`config.mk`:
```
export PLATFORM = sky130hd
export DESIGN_NAME = counter_priority_servicer
export DESIGN_NICKNAME = d
export VERILOG_FILES = /design/src/rtl/counter_priority_servicer_pkg.sv /design/src/rtl/counter_priority_servicer_prio_enc.sv /design/src/rtl/counter_priority_servicer.sv
export SDC_FILE = /design/constraint.sdc
export NUM_CORES = 1
export LEC_CHECK = 0
export ABC_AREA = 1
export BUFFER_PORTS_ARGS = -buffer_cell sky130_fd_sc_hd__clkbuf_2
export CELL_PAD_IN_SITES_DETAIL_PLACEMENT = 1
export CELL_PAD_IN_SITES_GLOBAL_PLACEMENT = 2
export CORE_ASPECT_RATIO = 0.7
export CORE_MARGIN = 3
export CORE_UTILIZATION = 26
export DETAILED_ROUTE_END_ITERATION = 6
export PLACE_DENSITY = 0.87
export SYNTH_ARGS = -nofsm -noshare
export SYNTH_HDL_FRONTEND = slang
export SYNTH_HIERARCHICAL = 1
export SYNTH_SLANG_ARGS = --single-unit
```
`constraint.sdc`:
```
create_clock -name clk -period 1.9 [get_ports clk]
set_clock_uncertainty 0.05 [all_clocks]
set_input_delay 0.285 -clock clk [delete_from_list [all_inputs] [get_ports clk]]
set_output_delay 0.285 -clock clk [all_outputs]
set_load 0.005 [all_outputs]
```
`src/rtl/counter_priority_servicer_pkg.sv`:
```
// Shared types and constants for the counter priority servicer.
// The optional overflow-chaining feature is selected by CTR_OVERFLOW_CHAIN_EN.
package counter_priority_servicer_pkg;

  // Two-state offer FSM.
  typedef enum logic {
    ST_IDLE  = 1'b0,
    ST_OFFER = 1'b1
  } state_t;

  // Direction of a service request: increment (PINC) or decrement (MINC).
  localparam logic DIR_PINC = 1'b1;
  localparam logic DIR_MINC = 1'b0;

  // Erasable address of channel 0 unless overridden.
  localparam logic [5:0] ADDR_BASE_DEFAULT = 6'o32;

  // Counter address for a channel index.
  function automatic logic [5:0] chan_addr(input logic [5:0] base, input logic [5:0] idx);
    return base + idx;
  endfunction

endpackage

```
`src/rtl/counter_priority_servicer_prio_enc.sv`:
```
// Lowest-index priority encoder: found is high when any request bit is set,
// index is the position of the lowest set bit (0 when none).
module ctr_prio_enc #(
  parameter int NCH = 16,
  localparam int IW = $clog2(NCH)
) (
  input  logic [NCH-1:0] req,
  output logic           found,
  output logic [IW-1:0]  index
);

  // Scan from the top down so the lowest set bit is the last assignment.
  always_comb begin
    found = 1'b0;
    index = '0;
    for (int i = NCH - 1; i >= 0; i--) begin
      if (req[i]) begin
        found = 1'b1;
        index = IW'(i);
      end
    end
  end

endmodule

```
`src/rtl/counter_priority_servicer.sv`:
```
// Counter priority servicer: latches per-channel plus/minus pulses and offers
// one pending count at a time to the sequencer, lowest channel first.
// Optional feature: CTR_OVERFLOW_CHAIN_EN chains an accepted increment that
// overflowed into a plus pulse on the next channel.
//
// Handshake: svc_valid is high for the whole offer and svc_addr/svc_dir are
// held constant while it is high; a transfer happens on every rising edge
// where svc_valid and svc_ready are both high. svc_valid never depends
// combinationally on svc_ready, and an offer is only abandoned by rst.
module counter_priority_servicer
  import counter_priority_servicer_pkg::*;
#(
  parameter int         NCH       = 16,
  parameter logic [5:0] ADDR_BASE = ADDR_BASE_DEFAULT
) (
  input  logic           clk,
  input  logic           rst,
  input  logic [NCH-1:0] cnt_p,
  input  logic [NCH-1:0] cnt_m,
  input  logic           inhibit,
  output logic           svc_valid,
  output logic [5:0]     svc_addr,
  output logic           svc_dir,
  input  logic           svc_ready,
  output logic [NCH-1:0] pending,
  input  logic           svc_ovf,
  output logic           dbg_state
);

  localparam int IW = $clog2(NCH);

  state_t         state, state_nxt;
  logic [NCH-1:0] p_lat, m_lat, p_nxt, m_nxt;
  logic [NCH-1:0] clr_p, clr_m, chain, both;
  logic [IW-1:0]  cap_idx, cap_idx_nxt;
  logic           cap_dir, cap_dir_nxt;
  logic           found;
  logic [IW-1:0]  win_idx;
  logic           accept;

  // A channel holding both latches nets to zero and is never eligible.
  ctr_prio_enc #(.NCH(NCH)) u_enc (
    .req   (p_lat ^ m_lat),
    .found (found),
    .index (win_idx)
  );

  assign accept = (state == ST_OFFER) && svc_ready;

  // Next-state and capture logic; the captured channel/direction only
  // change when a new offer starts, so the outputs stay stable in OFFER.
  always_comb begin
    state_nxt   = state;
    cap_idx_nxt = cap_idx;
    cap_dir_nxt = cap_dir;
    case (state)
      ST_IDLE: begin
        if (!inhibit && found) begin
          state_nxt   = ST_OFFER;
          cap_idx_nxt = win_idx;
          cap_dir_nxt = p_lat[win_idx] ? DIR_PINC : DIR_MINC;
        end
      end
      ST_OFFER: begin
        if (svc_ready) state_nxt = ST_IDLE;
      end
      default: state_nxt = ST_IDLE;
    endcase
  end

`ifndef CTR_OVERFLOW_CHAIN_EN
  logic unused_svc_ovf;
  assign unused_svc_ovf = svc_ovf;
`endif

  // Latch update: acceptance clears only the captured latch, double-set
  // channels cancel, and a fresh pulse always wins over any clear.
  always_comb begin
    clr_p = '0;
    clr_m = '0;
    chain = '0;
    both  = p_lat & m_lat;
    if (accept) begin
      if (cap_dir == DIR_PINC) clr_p[cap_idx] = 1'b1;
      else                     clr_m[cap_idx] = 1'b1;
    end
`ifdef CTR_OVERFLOW_CHAIN_EN
    if (accept && (cap_dir == DIR_PINC) && svc_ovf && (int'(cap_idx) < NCH - 1))
      chain[int'(cap_idx) + 1] = 1'b1;
`endif
    p_nxt = cnt_p | chain | (p_lat & ~clr_p & ~both);
    m_nxt = cnt_m | (m_lat & ~clr_m & ~both);
  end

  // State and latch registers; reset discards everything including pulses.
  always_ff @(posedge clk) begin
    if (rst) begin
      state   <= ST_IDLE;
      p_lat   <= '0;
      m_lat   <= '0;
      cap_idx <= '0;
      cap_dir <= DIR_MINC;
    end else begin
      state   <= state_nxt;
      p_lat   <= p_nxt;
      m_lat   <= m_nxt;
      cap_idx <= cap_idx_nxt;
      cap_dir <= cap_dir_nxt;
    end
  end

  assign svc_valid = (state == ST_OFFER);
  assign svc_addr  = chan_addr(ADDR_BASE, 6'(cap_idx));
  assign svc_dir   = cap_dir;
  assign pending   = p_lat | m_lat;
  assign dbg_state = state;

endmodule

```
==> summary.md <==
| Metric | Value |
|---|---|
| Critical path startpoint category | flip-flop |
| Crit-path max cell delay | 0.34 ns |
| Die X-Extent | 126 um |
| Synth Instances | 383 |
| Syn Area/Cell | 6.80 sq um |
| DRC viols | 0 |
| Synthesized area | 2600 sq um |
| Critical-path maximum fanout | 8 |
| Adder-cell area share of the yosys netlist | 0.163 |
| CP required | 2.07 ns |
| Final Non-Filler Cells | 619 |
| Crit path time final | 2.36 ns |
| Syn nets | 454 |
| Post-synthesis register bit count | 38 |
| Worst EP arrival | 2.53 ns |
| TritonRoute pass-1 iters | 4 |
| Synth top area cells | dfxtp_1 29%, ha_1 16%, inv_1 13% |
| Largest net degree at the start of global routing | 21 |
| Iteration-0 DRC Markers | 106 |
| Initial antenna violation count | 0 |
| Height of the die | 89.7 um |
| Detailed Route WL | 8960 um |
| Max Fclk | 424 MHz |
| Antenna Cells | 0 |
| Clock Latency Late Sink | 0.28 ns |
| Num CTS Buffers | 5 |
| Htree depth | 2 |
| I/O Buffers | 60 |
| Post-Synth XOR/XNOR Area | 0 |
| Asr flop ratio synth | 0 |
| Vias per cell | 4.51 |
| IR drop worst, VDD | 305 uV |
| Pins Over Slew Limit | 0 |
| RSZ-0062 raised after global routing | yes |
| Leading area contributor after synthesis | dfxtp_1 |
| First-pass GRT wire length | 14000 um |
| Clock root cell | clkbuf_16 |
| Clock slew at reported path FFs | 0.06 ns |
| Crit path max-delay family | simple AND/OR/NAND/NOR gates |
| Placed insts | 600 |
| Via count | 2792 |
| Endpoint type of the worst setup path | flip-flop |
| Full die area | 11300 sq um |
| Critical path's slowest cell | dfxtp_2 |
| Area Overhead vs Synth | 45.1% |
| Hpwl dp | 6980 um |
| Post-CTS Hold Buffers | 0 |
| Final #Nets | 565 |
| Hold Fails Final Rpt | 0 |
| Buffer and inverter count on the worst path | 3 |
| Status | finished, violations left |
| Pre-CTS setup slack | -0.417 ns |
| Layout cells sized above 1 | 0.416 |
| Starting Density | 0.277 |
| Simple logic cell fraction of the synthesized area | 0.226 |
| Most common flop cell mapped by yosys | dfxtp_1 |
| CP dominant cell by count | nand2_1 |
| Tot GR Track Use | 0.153 |
| Core Util, Final | 0.402 |
| Std cell rows | 29 |
| Synth unique cells | 27 |
| Final GP Congestion | 0.825 |
| Main combinational cell family by area after synthesis | simple AND/OR/NAND/NOR gates |
| Number of global-route vias before repair | 2922 |
| Ports | 62 |
| WHS | 0.161 ns |
| Critical path class | reg -> reg |
| Clk sinks | 38 |
| Slew headroom | 0.673 |
| Leakage power | 1.93 nW |
| Grt total ovfl | 0 |
| Worst Tran Pin Value | 0.490 ns |
| Compound-gate portion of the synthesized area | 0.152 |
| Core Box Area | 9400 sq um |
| Setup violators final | 5 |
| Ys Warns | 6 |
| TritonCTS clock tree | built |
| Antenna viol nets, final | 0 |
| P per Cell Area | 716 nW/um^2 |
| CTS Buffer Depth | 2 |
| PnR worst setup slack | -0.457 ns |
| EDFF count, synth | 0 |
| Seq/Total Area, Yosys | 0.292 |
| Fin crit share | 1.24 |
| DR WL/cell | 14.5 um |
| Maxcap violations | 0 |
| Total Neg Setup Slack | -0.826 ns |
| Failing checks | setup timing |
| Hold/Removal Path Class | in -> reg |
| Yosys top cell area share | 0.292 |
| Mux cell area share after synthesis | 0 |
[metal layers]
layer  wire, um  track usage  up-vias
met1       4410        0.213     1325
met4         70       0.0388        0
met2       4090        0.242       64
li1           -            -     1396
met3        385       0.0320        7
met5          0            0        -
[final timing paths]
kind         startpoint        to  slack [ns]  cells after the start
max           p_lat[15]   svc_dir       -0.46                     25
min            cnt_p[9]  p_lat[9]        0.16                      3
max reg2reg   p_lat[15]   svc_dir       -0.46                     25
min reg2reg    m_lat[1]  m_lat[1]        0.49                      2
[placed cells by master (no fill, tap or decap), drive strengths merged]
master,instances
inv,95
nand2,49
a21oi,62
nor4,1
nor3,3
nor2,62
nand3,17
dfxtp,38
buf,54
clkbuf,67
a211oi,4
ha,34
a31oi,4
or2,2
nand4,1
clkinv,1
nand3b,1
[stage by stage]
step | total power [mW] | instance area [sq um]
final | 2.70 | 3780
after global routing | 2.89 | 3780
after CTS | 2.64 | 3570
after detailed placement | 1.74 | 3380
after global placement | 1.70 | 3380
after floorplan | 1.37 | 2670
[synthesized netlist by cell type, types with 3 or more instances]
cell      instances
clkbuf_1          3
nor3_1            3
buf_4             4
nor2_1           59
a31oi_1           4
inv_2             8
nand3_1          16
dfxtp_1          38
a211oi_1          4
a21oi_2           8
inv_1            87
ha_1             34
a21oi_1          54
nand2_1          48
[cells by family after synthesis]
group,after synthesis
fa+ha+maj,34
buf+inv,105
flops,38
compound gates,70
simple gates,136
[area by class of cell]
cell class | count | area (sq um)
clock buffers | 7 | 143
clock inverters | 1 | 5.00
fillers | 1203 | 5620
inverters | 95 | 362
multi-input cells | 240 | 1600
flip-flops and latches | 38 | 781
well taps | 124 | 155
repair buffers | 114 | 733
[flip-flops by register name (all words and copies together), names as in the netlist]
| signal | count |
|---|---|
| m_lat | 16 |
| cap_idx | 4 |
| dbg_state | 1 |
| p_lat | 16 |
| svc_dir | 1 |
[report_power, final]
part / leakage (nW) / total (mW) / internal, mW / switching, mW
clock network: 0.0739 / 0.859 / 0.521 / 0.338
logic: 1.54 / 0.932 / 0.421 / 0.511
registers: 0.321 / 0.914 / 0.865 / 0.0492
total: 1.93 / 2.70 / 1.81 / 0.898
[what timing repair did]
item / in CTS / in global routing
gates resized for setup: 10 / 44
pin swaps: 7 / 18
setup endpoints to repair: 6 / 6
buffers inserted: 2 / 9
[worst min-delay path, cell delays in order]
cell	delay, ns
clkbuf_2	0.08
a21oi_1	0.03
nor2_1	0.06
(Power assumes the default switching activity.)
